--- src/rtl/batch_dumper_pkg.sv ---
// Shared types and helpers for the batch dumper: FSM state encoding, data widths and
// a saturating counter increment.
package batch_dumper_pkg;

  localparam int BYTE_W = 8;
  localparam int CNT_W  = 32;

  typedef enum logic [2:0] {
    ST_IDLE    = 3'd0,
    ST_ARM     = 3'd1,
    ST_FETCH   = 3'd2,
    ST_LATCH   = 3'd3,
    ST_SEND    = 3'd4,
    ST_RELEASE = 3'd5
  } state_e;

  function automatic logic [CNT_W-1:0] satInc(input logic [CNT_W-1:0] value);
    return (&value) ? value : value + CNT_W'(1);
  endfunction

endpackage

--- src/rtl/batch_dumper_sync_2ff.sv ---
// Two-flop synchronizer bringing a single asynchronous level into the local clock domain.
module sync_2ff (
  input  logic clk,
  input  logic rst_n,
  input  logic d_i,
  output logic q_o
);

  logic meta_q;
  logic sync_q;

  always_ff @(posedge clk or negedge rst_n) begin
    if (!rst_n) begin
      meta_q <= 1'b0;
      sync_q <= 1'b0;
    end else begin
      meta_q <= d_i;
      sync_q <= meta_q;
    end
  end

  assign q_o = sync_q;

endmodule

--- src/rtl/batch_dumper.sv ---
// UART-side batch dumper: starts the collector, waits for its done flag, then reads the
// batch byte by byte and hands each byte to the UART transmitter with valid/ready.
module batch_dumper
  import batch_dumper_pkg::*;
#(
  parameter int unsigned BATCH_SIZE       = 1000,
  parameter int unsigned TIMEOUT_CYCLES   = 50000000,
  parameter int unsigned START_LOW_CYCLES = 16
) (
  input  logic              clk_uart,
  input  logic              rst_n,
  input  logic              dump_req,
  input  logic              abort,
  output logic              coll_start,
  input  logic              coll_done,
  output logic              read_enable,
  output logic [31:0]       read_addr,
  input  logic [BYTE_W-1:0] read_data,
  output logic [BYTE_W-1:0] tx_data,
  output logic              tx_valid,
  input  logic              tx_ready,
  output logic              busy,
  output logic              dump_done,
  output logic              error,
  output logic [31:0]       bytes_sent
);

  state_e             state_q, state_d;
  logic [CNT_W-1:0]   addr_q, addr_d;
  logic [CNT_W-1:0]   cnt_q, cnt_d;
  logic [BYTE_W-1:0]  txData_q, txData_d;
  logic               txValid_q, txValid_d;
  logic [CNT_W-1:0]   bytesSent_q, bytesSent_d;
  logic               error_q, error_d;
  logic               dumpDone_q, dumpDone_d;
  logic               doneSync;
  logic               active;
  logic               accept;
  logic               lowHoldMet;

  sync_2ff u_doneSync (
    .clk   (clk_uart),
    .rst_n (rst_n),
    .d_i   (coll_done),
    .q_o   (doneSync)
  );

  assign active     = (state_q == ST_ARM) || (state_q == ST_FETCH) ||
                      (state_q == ST_LATCH) || (state_q == ST_SEND);
  assign accept     = txValid_q && tx_ready;
  // cnt_q counts RELEASE cycles already completed before this one
  assign lowHoldMet = ({1'b0, cnt_q} + 33'd1) >= {1'b0, START_LOW_CYCLES};

  always_ff @(posedge clk_uart or negedge rst_n) begin
    if (!rst_n) begin
      state_q     <= ST_IDLE;
      addr_q      <= '0;
      cnt_q       <= '0;
      txData_q    <= '0;
      txValid_q   <= 1'b0;
      bytesSent_q <= '0;
      error_q     <= 1'b0;
      dumpDone_q  <= 1'b0;
    end else begin
      state_q     <= state_d;
      addr_q      <= addr_d;
      cnt_q       <= cnt_d;
      txData_q    <= txData_d;
      txValid_q   <= txValid_d;
      bytesSent_q <= bytesSent_d;
      error_q     <= error_d;
      dumpDone_q  <= dumpDone_d;
    end
  end

  always_comb begin
    state_d     = state_q;
    addr_d      = addr_q;
    cnt_d       = cnt_q;
    txData_d    = txData_q;
    txValid_d   = txValid_q;
    bytesSent_d = bytesSent_q;
    error_d     = error_q;
    dumpDone_d  = 1'b0;

    case (state_q)
      ST_IDLE: begin
        if (dump_req && !abort) begin
          state_d     = ST_ARM;
          addr_d      = '0;
          cnt_d       = '0;
          bytesSent_d = '0;
          error_d     = 1'b0;
        end
      end
      ST_ARM: begin
        if (doneSync) begin
          state_d = ST_FETCH;
        end else if ((TIMEOUT_CYCLES != 0) && (cnt_q == CNT_W'(TIMEOUT_CYCLES - 1))) begin
          error_d = 1'b1;
          state_d = ST_RELEASE;
          cnt_d   = '0;
        end else begin
          cnt_d = satInc(cnt_q);
        end
      end
      ST_FETCH: state_d = ST_LATCH;
      ST_LATCH: begin
        txData_d  = read_data;
        txValid_d = 1'b1;
        state_d   = ST_SEND;
      end
      ST_SEND: begin
        if (accept) begin
          bytesSent_d = bytesSent_q + CNT_W'(1);
          txValid_d   = 1'b0;
          if (addr_q == CNT_W'(BATCH_SIZE - 1)) begin
            dumpDone_d = 1'b1;
            state_d    = ST_RELEASE;
            cnt_d      = '0;
          end else begin
            addr_d  = addr_q + CNT_W'(1);
            state_d = ST_FETCH;
          end
        end
      end
      ST_RELEASE: begin
        if (!doneSync && lowHoldMet) begin
          state_d = ST_IDLE;
        end else begin
          cnt_d = satInc(cnt_q);
        end
      end
      default: state_d = ST_IDLE;
    endcase

    // A byte already handed over on this edge still counts, but the dump ends without done
    if (active && abort) begin
      txValid_d  = 1'b0;
      error_d    = 1'b1;
      dumpDone_d = 1'b0;
      addr_d     = addr_q;
      state_d    = ST_RELEASE;
      cnt_d      = '0;
    end
  end

  assign coll_start  = active;
  assign busy        = (state_q != ST_IDLE);
  assign read_enable = (state_q == ST_FETCH);
  assign read_addr   = addr_q;
  assign tx_data     = txData_q;
  assign tx_valid    = txValid_q;
  assign bytes_sent  = bytesSent_q;
  assign error       = error_q;
  assign dump_done   = dumpDone_q;

endmodule

--- config.mk ---
export PLATFORM = sky130hd
export DESIGN_NAME = batch_dumper
export DESIGN_NICKNAME = d
export VERILOG_FILES = /design/src/rtl/batch_dumper_pkg.sv /design/src/rtl/batch_dumper_sync_2ff.sv /design/src/rtl/batch_dumper.sv
export SDC_FILE = /design/constraint.sdc
export NUM_CORES = 1
export LEC_CHECK = 0
export ABC_AREA = 1
export BUFFER_PORTS_ARGS = -buffer_cell sky130_fd_sc_hd__buf_4
export CAP_MARGIN = 20
export CORE_UTILIZATION = 35
export DETAILED_ROUTE_END_ITERATION = 16
export GPL_TIMING_DRIVEN = 0
export SLEW_MARGIN = 30
export SYNTH_ARGS = -nofsm -noshare
export SYNTH_HDL_FRONTEND = slang
export SYNTH_HIERARCHICAL = 1
export SYNTH_SLANG_ARGS = --single-unit
--- constraint.sdc ---
create_clock -name clk_uart -period 2.86 [get_ports clk_uart]
set_input_delay 0.429 -clock clk_uart [delete_from_list [all_inputs] [get_ports clk_uart]]
set_output_delay 0.429 -clock clk_uart [all_outputs]
set_load 0.01 [all_outputs]
# Word-level counts from Yosys, hierarchy flattened
# Cells that the tools add are included.
dict set report totals {
  reg_bits 112
  inputBits 14
  rom_bits 0
  latchBits 0
  output_inout_bits 78
  n_memories 0
  ram_bits 0
  elab_cells 90
}
dict set report op_classes {
  div_mod_pow 0
  bitwise 1
  n_mul 0
  eq_ne 18
  addsub 4
  muxes 34
  n_shift 0
  n_lt_le_gt_ge 1
  reduce_logical 22
}
# operator n
set ops {}
lappend ops {{$mux W32} 11}
lappend ops {{$pmux W32 S2} 2}
lappend ops {{$pmux W32 S4} 1}
lappend ops {{$add A32 B1 Y32 const B} 3}
lappend ops {{$add A32 B1 Y33 const B} 1}
lappend ops {{$ge A33 B5 Y1 const B} 1}
lappend ops {{$eq A32 B10 Y1 const B} 1}
lappend ops {{$eq A32 B26 Y1 const B} 1}
lappend ops {{$reduce_and A32 Y1} 1}
lappend ops {{$mux W3} 7}
lappend ops {{$pmux W3 S6} 1}
lappend ops {{$ne A3 B3 Y1 const B} 4}
lappend ops {{$mux W1} 10}
lappend ops {{$reduce_bool A3 Y1} 3}
lappend ops {{$reduce_and A4 Y1} 2}
lappend ops {{$eq A3 B2 Y1 const B} 2}
lappend ops {{$eq A3 B3 Y1 const B} 2}
lappend ops {{$ne A2 B2 Y1 const B} 3}
lappend ops {{$ne A3 B1 Y1 const B} 2}
lappend ops {{$reduce_and A6 Y1} 1}
lappend ops {{$reduce_and A5 Y1} 1}
lappend ops {{$reduce_bool A5 Y1} 1}
lappend ops {{$logic_and A1 B1 Y1} 4}
lappend ops {{$ne A4 B1 Y1 const B} 1}
lappend ops {{other kinds (10)} 14}

# Depth between registers and ports, before layout
# Gate-level depths: netlist of the first run.
dict set report depth {
  word_depth 7
  ltp_mapped 18
  depth_no_buf 18
}

# Hierarchy
# The synthesis of the first run kept the hierarchy.
# module area_per_inst_um2 cells_each instances seq_area_each_um2
set modules_own_cells {}
lappend modules_own_cells {batch_dumper 7502.2 1089 1 2752.6}
lappend modules_own_cells {sync_2ff 50.0 2 1 50.0}

# Worst setup path before layout of the first run
# OpenSTA, ideal clock, no wires.
dict set report synth_timing {
  path_type {reg2reg}
  start {reg cnt_q[0]}
  end {reg cnt_q[2]}
  setup_ns 0.118
  path_slack_ns 0.753
  arrival_time_ns 1.989
  required_ns 2.742
  n_path_buf 1
  period_less_slack_ns 2.107
  path_stages_with_launch 17
  cell_sequence {dfrtp_1 -> ha_1 -> nand3_1 -> inv_1 -> nand3_1 -> nor2_2 -> nand2_1 -> nor2_4 -> nor2_1 -> nand2_1 -> nor2_1 -> nand3_2 -> nand3_4 -> nand2_4 -> buf_6 -> nand3_1 -> nand2_1}
}
dict set report synth_between {
  elab_chain_cells 6
  word_cells_on_any_way 14
  classes_between {add/sub: 2; order compare: 1; eq/ne: 2; mux: 6; reduce/logical: 3}
}
# element line_no
set synth_lines {}
lappend synth_lines {{start: declaration} batch_dumper.sv:30} ;# logic [CNT_W-1:0] cnt_q, cnt_d;
lappend synth_lines {{start signal: assignment} batch_dumper.sv:67} ;# cnt_q <= cnt_d;
lappend synth_lines {{branches (longest 6 deep; another with $add A32 B1 Y33)} -}
# Several ways; the timed one is not identified. The select of a mux whose other input is x is not followed.
# A chain may end at the register's enable or synchronous reset.

# Worst setup path after layout of the first run
dict set report layout_timing {
  start {reg cnt_q[7]}
  end {reg cnt_q[12]}
}
# Same word-level chain as after synthesis.

==> results.md, run 1 <==
Hold path:
- The class of the worst hold path is primary input to flop.
- The number of cells traversed by the worst hold path is 1.

Yosys:
- In the synthesized netlist, the cells that appear most often are nand2_1, nor2_1, dfrtp_1.
- The number of unique standard cell types used by synthesis is between 40 and 50.
- The mapped netlist covers 7550 µm².
- The post-synth net total is 1108.
- Synthesis produced 1091 cells.
- The most repeated cell in the gate-level netlist after synthesis is nand2_1.
- The async set-or-reset flop fraction in the synthesized netlist is 100%.
- The number of synthesized flops with an enable pin is 0.
- The sequential element share of the synthesized area is a little under two fifths.
- Summed over its instances, the top area cell type makes up between 30% and 40% of the synthesized netlist area.
- A synthesized cell averages ~6.9 µm².
- Ranked by total cell area, the synthesized netlist is headed by dfrtp_1, nand2_1, nor2_1.
- The synthesized flop and latch total is around 110.
- For this run, the leading register cell type out of synthesis is dfrtp_1.
- The post-synthesis cell type with the largest combined area is dfrtp_1.
- During synthesis, Yosys emitted a total of 6 warnings.

Timing:
- The tightest slew margin relative to the limit is 54.8%.
- The final number of hold-violating endpoints was 0.
- The worst hold slack across all endpoints is around 0.17 ns.
- The post-route minimum period is roughly 2.7 ns.
- Setup repair after global routing left no endpoint under its margin.
- After routing, the total negative slack on setup checks comes to 0 ns.
- The final critical path takes up a little over nine tenths of the cycle.
- On the final layout, the worst clock skew is 0.0150 ns.
- For this run, the top clock speed supported by timing is around 0.37 GHz.
- Setup violations remaining at the end of the flow were counted as 0.
- The max-slew violation count is 0.
- For the pin with the worst max-slew slack, the measured transition is ~0.68 ns.

Run status:
- The run finished with clean final reports.

Clock tree:
- The root buffer cell is clkbuf_16.
- The CTS tree is yes.
- For the worst-skew pair, the clock arrives at the later sink with an insertion delay of about 0.37 ns.
- No sink is reached through more buffers than the 2 on the longest clock path.
- The number of buffers inserted during clock tree synthesis is 9.
- The tree built by TritonCTS fans out to 112 sinks.
- The clock transition at the register clock pins on the worst setup and hold paths after CTS is about 0.080 ns.
- The H-tree depth reported by CTS is 3.

Routing:
- The count of nets left with antenna violations once routing finished came out at 0.
- The routed wire length on met2 is around 12000 µm.
- The highest layer used for signal routing is met4.
- The routed design uses 1630 µm of met3 wire.
- The via count of the routed design is ~7800.
- The final layout contains routed wiring with a total length of around 25000 µm.
- After detailed routing, the wire length on met1 is between 10000 and 15000 µm.
- The pre-antenna-repair detailed-routing pass consisted of 5 iterations.
- In the final routed layout, each cell accounts on average for 16.8 µm.
- The via density per instance is about 5.3.
- For this run, design rule violations remaining after detail routing come to 0.
- The number of DRC violations after detailed-routing iteration 0 is around 560.

Pwr:
- The worst-case vdd ir drop is between 0.0003 and 0.0004 V.
- For this design the static power due to leakage is roughly 0.0041 µW.
- The total power per unit cell area is between 500 and 600 nW/µm².

Worst setup path:
- The number of buffers and inverters on the critical path is 1.
- The critical path in this run is classified as flop to flop.
- The cell at the slowest stage of the critical path is dfrtp_1.
- Of all nets on the critical path, the largest fanout is 10.
- The kind of end point of the critical path is a flop.
- For the worst setup path, the data arrival time is between 2 and 3 ns.
- The number of cells on the worst reg-to-reg path is 16.
- The delay contributed by the slowest stage of the critical path is approximately 0.5 ns.
- The logic depth of the worst path, buffers included is 16.
- Traced cell by cell, the critical path runs through nand2_1 > nor2_1 > nand2_1 > nor2_2 > nor2_1 > nor2_1 > nand2_1 > nor2_1 > nand2_1 > nor2_1 > nand3_2 > nand3_4 > nand2_4 > buf_6 > nand3_1 > nand2_1.
- STA classifies the critical path startpoint as a flop.
- The required time reported for the critical path endpoint is roughly 3.1 ns.
- Among cell families on the critical path, the largest total delay comes from simple AND/OR/NAND/NOR gates.

Floorplan:
- The area of the die is 22200 µm².
- The area of the core is about 21000 µm².
- The die is 149 µm tall.
- During I/O placement, the number of pins put on the boundary was 92.
- For this configuration, the core starts out at a cell density of approximately 36%.
- The floorplan has between 50 and 60 rows.
- The width of the die is around 150 µm.

Place:
- The weighted congestion reported at the end of routability-driven placement is between 0.9 and 1.
- The count of input and output buffers is 91.
- After legalization and detailed placement, the total HPWL measured 18800 µm.

Finish:
- The count of fill cells added during filler insertion is ~2300.
- The repair_antennas step left the layout with diodes totalling 0.
- The post-route netlist has approximately 14% of its cells at a drive strength greater than 1.
- The area overhead of the layout relative to synthesis is 18.7%.
- The net total in the final layout is 1215.

Global routing:
- The global-route wire length before repair is 39600 µm.
- Entering global routing, the biggest net connects slightly below 80 pins.
- The via count of the first global-routing pass is approximately 7300.
- The number of antenna violations at the first check in global routing is 0.
- The overall track demand over capacity in global routing is between 20% and 30%.
- The total overflow left after global routing is 0.

Run:
- Max-cap violations in this run came to 0.
[state kept, by name, summed over array words and instances, names as in the netlist]
name,cells
tx_valid,1
bytes_sent,32
u_doneSync/meta_q,1
u_doneSync/q_o,1
read_addr,32
dump_done,1
tx_data,8
state_q,3
error,1
cnt_q,32
[area by class of cell]
type                    instances  area (µm²)  share of cell area (%)
clock buffers                  11         233                    2.60
inverters                     115         432                    4.82
repair buffers                 96         751                    8.37
plain buffers                  37         188                    2.09
clock inverters                 5        50.0                   0.558
well taps                     275         344                    3.84
multi-input cells             827        4170                    46.5
flip-flops and latches        112        2800                    31.3
[routing by layer]
metal  vias up  track usage (%)
li1       3865                -
met1      3661             31.1
met2       241             36.7
met3        31             4.59
met4         0             6.94
met5         -                0
[per-stage QoR]
step | cells | utilization [%] | worst slack (ns) | power [µW] | cell area, µm²
CTS | 1475 | 42.2 | 0.0924 | 5340 | 8910
global route | 1478 | 42.5 | 0.00120 | 5650 | 8960
detailed placement | 1458 | 40.9 | 0.0346 | 4040 | 8610
floorplan | 1091 | - | 0.753 | 3170 | 7550
finish | 1478 | 42.5 | 0.138 | 5310 | 8960
global placement | 1457 | 40.7 | 0.106 | 4010 | 8580
[timing repair]
action                                  in CTS  in global routing
endpoints found under the setup margin       1                 31
hold buffers                                 1                  0
setup buffers                                0                  3
gates resized for setup                      1                 14
hold endpoints to repair                    36                  0
pin swaps                                    0                  1
[placed cells by master, fill, tap and decap left out, types with 2 or more instances in the layout]
cell type,count
nand3_1,79
nand2_4,2
buf_1,3
o21ai_0,32
nand3_2,4
clkbuf_16,9
nand2_2,3
buf_2,4
nand3b_1,9
clkbuf_1,20
a211oi_1,4
dfrtp_1,112
a22oi_1,8
ha_1,3
inv_1,106
nor3_1,43
nor3b_1,4
buf_4,97
a21oi_1,28
xnor2_1,5
nand4_1,68
clkbuf_2,5
o21a_1,2
a31oi_1,2
o31ai_1,19
buf_6,3
o21ai_1,3
nand2_1,304
nor2_1,123
inv_6,2
o21bai_1,3
or2_2,5
nor2_2,9
xor2_1,25
nor4_1,14
inv_2,8
o211a_1,14
nor2_4,4
[final timing paths]
check,start,endpoint,slack (ns)
setup / recovery,cnt_q[7]$_DFFE_PN0P_,cnt_q[12]$_DFFE_PN0P_,0.14
hold / removal,coll_done,u_doneSync/meta_q$_DFF_PN0_,0.17
setup reg to reg,cnt_q[7]$_DFFE_PN0P_,cnt_q[12]$_DFFE_PN0P_,0.14
hold reg to reg,u_doneSync/meta_q$_DFF_PN0_,u_doneSync/q_o$_DFF_PN0_,0.36
max in group asynchronous,rst_n,read_addr[10]$_DFFE_PN0P_,1.63
min in group asynchronous,rst_n,read_addr[9]$_DFFE_PN0P_,0.53
[report_power, final]
part	internal (µW)	total [µW]	leakage, µW	switching [µW]
Combinational	650	2070	0.00243	1420
Clock	613	1280	0.000139	664
Sequential	1770	1960	0.00153	188
[logic make-up (layout without fill, tap and decap cells)]
logic type / after synthesis / in the layout / synth area share [%]
adder cells (fa/ha/maj): 3 / 3 / 0.497
XOR/XNOR: 30 / 30 / 3.48
buffers and inverters: 152 / 264 / 8.12
AO/OA/AOI/OAI: 119 / 119 / 10.2
AND/OR/NAND/NOR: 675 / 675 / 40.6
flip-flops: 112 / 112 / 37.1
(Power assumes the default switching activity.)
==> run 2: changes to the inputs <==
--- a/config.mk
+++ b/config.mk
@@ -8,6 +8,7 @@
 export ABC_AREA = 1
 export BUFFER_PORTS_ARGS = -buffer_cell sky130_fd_sc_hd__buf_4
 export CAP_MARGIN = 20
+export CORE_MARGIN = 1.5
 export CORE_UTILIZATION = 35
 export DETAILED_ROUTE_END_ITERATION = 16
 export GPL_TIMING_DRIVEN = 0
==> results.md, run 2 (synthesis gave the netlist of run 1 again) <==
Run status:
- The flow ran to the end, and the final reports show no timing, DRC or antenna violations.

Timing:
- The worst hold slack across all endpoints is 0.163 ns.
- The highest clock rate is 0.377 GHz.
- In the final timing run, aggregate negative setup slack is 0 ns.
- Setup repair after global routing left no endpoint under its margin.
- The final number of hold-violating endpoints is 0.
- Clock skew on the completed layout was measured at roughly 0.013 ns.
- Setup violations remaining at the end of the flow were counted as 0.
- The share of the clock period used by the worst path is between 90% and 100%.
- The max-slew violation count came to 0.
- For the pin with the worst max-slew slack, the measured transition is 0.713 ns.
- The tightest slew margin relative to the limit is ~52%.
- After layout, the minimum clock period comes to between 2 and 3 ns.

Worst setup path:
- The reg-to-reg critical path endpoint is cnt_q[20]$_DFFE_PN0P_.
- The critical path is of the flop to flop type.
- The launching point of the worst reg2reg path is cnt_q[3]$_DFFE_PN0P_.
- STA puts the critical path data arrival time at around 2.9 ns.
- The required time reported for the critical path endpoint is about 3.1 ns.
- STA classifies the critical path endpoint as a flop.
- The cell at the slowest stage of the critical path is dfrtp_1.
- The critical path goes through nand2_1 > nor2_2 > nand2_2 > nor2_1 > nand2_1 > nand2_1 > nand2_1 > nor2_1 > nand2_1 > nor2_1 > nand3_2 > nand3_4 > nand2_4 > buf_6 > nand3_1 > nand2_1.
- On the worst path, the slowest cell contributes a delay of 0.42 ns.
- The critical path's most frequent cell is nand2_1.
- The number of cells on the worst reg-to-reg path is 16.
- In this run the worst path has a maximum fanout of 10.
- STA classifies the critical path startpoint as a flop.
- The setup check on the worst reg-to-reg path leaves a slack of between 0.2 and 0.25 ns.

Place:
- Once detailed placement completed, the half-perimeter wirelength came to around 19000 µm.
- The weighted congestion reported at the end of routability-driven placement is ~0.94.
- The count of buffers added on input and output ports is between 90 and 100.
- The placed instances occupy a cell area of around 8600 µm².

Finish:
- 0 antenna diodes ended up in the layout.
- The most common library cell in the layout ignoring fill and taps is nand2_1.
- Registers take between 2000 and 3000 µm².
- The final non-filler cell area is ~9000 µm².
- Counting the fill cells in the layout gives roughly 2300.
- The net total in the final layout is between 1000 and 1500.
- From synthesis to final layout, the design area changed by 18.7%.
- The post-route netlist has between 10% and 20% of its cells at a drive strength greater than 1.
- The area occupied by multi-input gates is 4150 µm².
- In the layout the commonest cells are nand2_1, nor2_1, dfrtp_1, inv_1, buf_4.

Pwr:
- Power spread over the standard cell area amounts to roughly 610 nW/µm².
- The worst-case vdd ir drop is ~0.00027 V.
- The leakage dissipation is a little over 0.004 µW.

Hold path:
- The class of the worst hold path is primary input to flop.
- The critical hold path startpoint is coll_done.
- The endpoint of the worst hold-timing path is u_doneSync/meta_q$_DFF_PN0_.
- Counting instances, the worst hold path has a depth of 1.

Clock tree:
- TritonCTS built the clock tree.
- The H-tree depth reported by CTS is 3.
- The clock net in this run drives a total of 112 sinks.
- The maximum buffer depth of the clock tree is 2.
- The total setup buffers inserted after CTS is 0.
- In this run the clock root is driven by a clkbuf_16.
- The clock reaches the later pin of the worst-skew pair after between 0.3 and 0.4 ns.
- The clock transition at the register clock pins on the worst setup and hold paths after CTS is 0.09 ns.
- The number of buffers inserted during clock tree synthesis is 9.

Routing:
- The detail route stage leaves a number of antenna-violating nets equal to 0.
- The via count of the routed design is about 7900.
- The number of DRC violations after detailed-routing iteration 0 is between 400 and 500.
- The post-route DRC violation count is 0.
- The via density per instance is between 5 and 6.
- The routed wire length is 25100 µm.
- Before antenna repair, the detailed router went through 5 iterations.
- The average detailed-routed wire length per instance is between 15 and 20 µm.

Floorplan:
- The area of the core is between 20000 and 25000 µm².
- The area of the die is 22500 µm².
- Pin placement for this block handled 92 I/O pins.
- The die is 150 µm wide.
- The overall die height is between 100 and 150 µm.
- For this configuration, the core starts out at a cell density of around 36%.
- The cell row count is 53.

Global routing:
- The maximum number of pins on one net before global-route repair is 76.
- The via count of the first global-routing pass was around 7400.
- The global-route wire length before repair is about 40000 µm.
- The number of antenna violations at the first check in global routing came to 0.
- The aggregate global routing overflow is 0.
- The overall track demand over capacity in global routing is between 20 and 25%.

Run:
- The max-cap violation count is 0.
-- run 2: per-layer routing --
metal | GRT usage, % | wire length [µm] | up-vias
met5 | 0 | 0 | -
met4 | 6.96 | 556 | 0
met3 | 5.09 | 1810 | 39
met2 | 36.2 | 11600 | 274
met1 | 30.4 | 11200 | 3695
li1 | - | - | 3865
-- run 2: power breakdown --
part	total, µW	internal, µW	switching, µW
combinational	2070	645	1420
clock	1390	704	687
sequential	1960	1770	190
total	5420	3120	2300
-- run 2: worst max-delay path, delay by kind of cell (launching register included) --
family                 cells  cell delay (ns)
and+or+nand+nor           15             1.95
buffers and inverters      1             0.17
DFF                        1             0.42
-- run 2: worst max path at each step --
stage	end	startpoint	slack (ns)
detailed placement	cnt_q[18]$_DFFE_PN0P_	read_addr[0]$_DFFE_PN0P_	0.09
global placement	cnt_q[11]$_DFFE_PN0P_	cnt_q[0]$_DFFE_PN0P_	0.09
floorplan	cnt_q[2]$_DFFE_PN0P_	cnt_q[0]$_DFFE_PN0P_	0.75
CTS	cnt_q[18]$_DFFE_PN0P_	read_addr[0]$_DFFE_PN0P_	0.06
global route	cnt_q[18]$_DFFE_PN0P_	read_addr[6]$_DFFE_PN0P_	0.009
finish	cnt_q[20]$_DFFE_PN0P_	cnt_q[3]$_DFFE_PN0P_	0.21
-- run 2: layout make-up --
class / instances / share of cell area, %
Multi-Input combinational cell: 827 / 46.3
Clock inverter: 6 / 0.977
Timing Repair Buffer: 93 / 8.13
Tap cell: 275 / 3.84
Sequential cell: 112 / 31.3
Clock buffer: 10 / 2.55
Inverter: 115 / 4.82
Buffer: 37 / 2.09
-- run 2: through the flow --
step | total power, µW | instances | utilization, % | setup WS (ns)
global placement | 4020 | 1457 | 40.7 | 0.0882
detailed placement | 4040 | 1458 | 40.9 | 0.0902
CTS | 5450 | 1475 | 42.4 | 0.0595
finish | 5420 | 1475 | 42.5 | 0.205
floorplan | 3170 | 1091 | - | 0.753
global route | 5750 | 1475 | 42.5 | 0.00948
-- run 2: what timing repair did --
item,in CTS,in global routing
hold buffers,1,0
endpoints found under the hold margin,37,0
setup endpoints to repair,0,30
resized for setup,0,14
==> run 3: changes to the inputs <==
--- a/config.mk
+++ b/config.mk
@@ -10,6 +10,7 @@
 export CAP_MARGIN = 20
 export CORE_MARGIN = 1.5
 export CORE_UTILIZATION = 35
+export CTS_BUF_LIST = sky130_fd_sc_hd__clkbuf_16
 export DETAILED_ROUTE_END_ITERATION = 16
 export GPL_TIMING_DRIVEN = 0
 export SLEW_MARGIN = 30
==> results.md, run 3 (synthesis gave the netlist of run 1 again) <==
Routing:
- The detailed router placed 7868 vias in this run.
- The average detailed-routed wire length per instance is between 15 and 20 µm.
- For this run, design rule violations remaining after detail routing come to 0.
- The final layout contains routed wiring with a total length of roughly 25000 µm.
- In this run the remaining antenna-violating nets after routing total 0.
- Using the TritonRoute via totals, the vias-per-cell ratio works out to approximately 5.3.
- The number of DRC violations after detailed-routing iteration 0 is 492.
- The pre-antenna-repair detailed-routing pass consisted of 5 iterations.

Finish:
- 0 antenna diodes ended up in the layout.
- The count of fill cells added during filler insertion is about 2300.
- The final layout contains 1212 nets.
- The share of layout cells above drive strength 1 is between 10% and 20%.
- The area overhead of the layout relative to synthesis is 18.7%.
- In the layout the commonest cells are nand2_1, nor2_1, dfrtp_1, inv_1, buf_4.
- The library cell used most frequently in the layout, excluding fill and tap cells, is nand2_1.

Run:
- Max-cap violations in this run came to 0.

Clock tree:
- TritonCTS built the clock tree.
- The number of buffers inserted during clock tree synthesis is 9.
- The total setup buffers inserted after CTS is 0.
- The clock passes through at most 2 buffers.
- The tree is rooted in a clkbuf_16.
- After clock tree synthesis, the clock-pin slew on the worst setup and hold paths is around 0.09 ns.
- The total number of clock tree sinks is roughly 110.
- The H-tree depth reported by CTS is 3.
- The clock reaches the later pin of the worst-skew pair after between 0.3 and 0.4 ns.

Pwr:
- The clock network power share is approximately 26%.
- The combinational share of power is 38.2%.
- The leakage dissipation is between 0.004 and 0.005 µW.
- The worst-case vdd ir drop is approximately 0.00027 V.
- Of the total power, registers draw between 30% and 40%.
- Internal power comes to between 3000 and 4000 µW.
- In this run the power spent charging and discharging nets is between 2000 and 2500 µW.
- For this design the ratio of total power to cell area is approximately 600 nW/µm².
- The proportion of total power due to net switching is 42.5%.

Timing:
- Setup violations remaining at the end of the flow were counted as 0.
- The share of the clock period used by the worst path is between 90% and 100%.
- Setup repair after global routing left no endpoint under its margin.
- Derived from the worst setup path, the maximum achievable clock frequency is ~0.38 GHz.
- The max-slew violation count is 0.
- The sum of negative setup slack is 0 ns.
- For the final database, setup skew stands at approximately 0.013 ns.
- The tightest hold path in the finished design has a slack of between 0.15 and 0.2 ns.
- The actual transition at the worst max-transition pin is 0.717 ns.
- Measured against its own limit, the worst slew margin works out to around 52%.
- The post-route minimum period is roughly 2.7 ns.
- The final number of hold-violating endpoints is 0.

Place:
- The wire-length estimate of the detail-placed layout is approximately 19000 µm.
- The count of buffers added on input and output ports is 91.
- The weighted congestion reported at the end of routability-driven placement is approximately 0.94.

Global routing:
- In the global route stage, overall resource usage came out at 22.6%.
- The number of antenna violations at the first check in global routing is 0.
- The via count of the first global-routing pass was 7399.
- The global-route wire length before repair is between 30000 and 40000 µm.
- The met3 usage is under 10%.
- The aggregate global routing overflow is 0.
- The routing usage on met1 is 30.4%.
- The busiest layer in global routing is met2.
- Global routing used between 30% and 40% of the available met2 tracks.
- Entering global routing, the biggest net connects 76 pins.

Worst setup path:
- The worst register-to-register path has a depth of 16.
- The reg-to-reg critical path endpoint is cnt_q[20]$_DFFE_PN0P_.
- The data arrival time at the worst-slack endpoint is 2.90 ns.
- Data on the critical path is required at its endpoint by just over 3 ns.
- The worst setup path is captured at a flop.
- The nature of the critical path startpoint is a flop.
- The launching point of the worst reg2reg path is cnt_q[3]$_DFFE_PN0P_.
- The startpoint-to-endpoint class of the critical path is flop to flop.
- In this run the worst path has a maximum fanout of 10.
- For flop-to-flop paths, the worst setup slack is slightly above 0.2 ns.

Floorplan:
- The initial core utilization is a little over a third.
- The die is around 150 µm tall.
- In this run the horizontal extent of the chip is 150 µm.
- The area of the die is 22500 µm².
- The floorplan has between 50 and 60 rows.
- The area of the core is 21100 µm².
- The top-level I/O count is 92.

Hold path:
- The number of cells traversed by the worst hold path is 1.
- The critical hold path startpoint is coll_done.
- The worst hold path terminates at u_doneSync/meta_q$_DFF_PN0_.
- The class of the worst hold path is primary input to flop.

Run status:
- The flow ran to the end, and the final reports show no timing, DRC or antenna violations.
-- run 3: cell types whose count changed in the layout (fill, tap and decap cells not counted) --
cell      delta
clkbuf_1     -1
inv_1        +1
-- run 3: worst max-delay path by stage --
stage                                   startpoint                     to  slack [ns]  cells after the start
after floorplan               cnt_q[0]$_DFFE_PN0P_   cnt_q[2]$_DFFE_PN0P_        0.75                     16
after global placement        cnt_q[0]$_DFFE_PN0P_  cnt_q[11]$_DFFE_PN0P_        0.09                     12
after detailed placement  read_addr[0]$_DFFE_PN0P_  cnt_q[18]$_DFFE_PN0P_        0.09                     10
after CTS                 read_addr[0]$_DFFE_PN0P_  cnt_q[18]$_DFFE_PN0P_        0.06                     10
after global routing      read_addr[6]$_DFFE_PN0P_  cnt_q[18]$_DFFE_PN0P_       0.009                     11
final                         cnt_q[3]$_DFFE_PN0P_  cnt_q[20]$_DFFE_PN0P_        0.21                     16
-- run 3: metrics by stage --
| stage | cell area (µm²) | util (%) | power [µW] | cells | setup WS, ns |
|---|---|---|---|---|---|
| floorplan | 7550 | - | 3170 | 1091 | 0.753 |
| global placement | 8580 | 40.7 | 4020 | 1457 | 0.0882 |
| detailed placement | 8610 | 40.9 | 4040 | 1458 | 0.0902 |
| CTS | 8940 | 42.4 | 5450 | 1475 | 0.0594 |
| global route | 8960 | 42.5 | 5740 | 1475 | 0.00939 |
| finish | 8960 | 42.5 | 5420 | 1475 | 0.206 |
-- run 3: area by class of cell --
class | instances | area, µm² | area share [%]
multi-input combinational | 827 | 4150 | 46.3
sequential | 112 | 2800 | 31.3
timing repair buffer | 93 | 728 | 8.13
inverter | 115 | 432 | 4.82
tap | 275 | 344 | 3.84
clock buffer | 9 | 225 | 2.51
buffer | 37 | 188 | 2.09
clock inverter | 7 | 91.3 | 1.02
-- run 3: power groups by stage --
| stage | Clock (µW) | Combinational (µW) | Sequential [µW] |
|---|---|---|---|
| after floorplan | 0 | 1140 | 2030 |
| after global placement | 0 | 2020 | 1990 |
| after detailed placement | 0 | 2050 | 1990 |
| after CTS | 1430 | 2060 | 1960 |
| after global routing | 1480 | 2270 | 1990 |
| final | 1390 | 2070 | 1960 |
-- run 3: what timing repair did --
action                     4_1_cts  5_1_grt
gates resized for setup          0       14
hold endpoints to repair        37        0
setup endpoints to repair        0       30
hold buffers                     1        0
-- run 3: worst max-delay path: stages, from the launching register on --
cell	delay [ns]
dfrtp_1	0.42
nand2_1	0.17
nor2_2	0.20
nand2_2	0.14
nor2_1	0.29
nand2_1	0.11
nand2_1	0.09
nand2_1	0.10
nor2_1	0.15
nand2_1	0.06
nor2_1	0.14
nand3_2	0.14
nand3_4	0.13
nand2_4	0.09
buf_6	0.17
nand3_1	0.07
nand2_1	0.07
-- run 3: routing by layer --
layer	wire length [µm]	vias to the layer above
met1	11200	3700
met5	0	-
met3	1750	39
li1	-	3865
met2	11600	264
met4	556	0
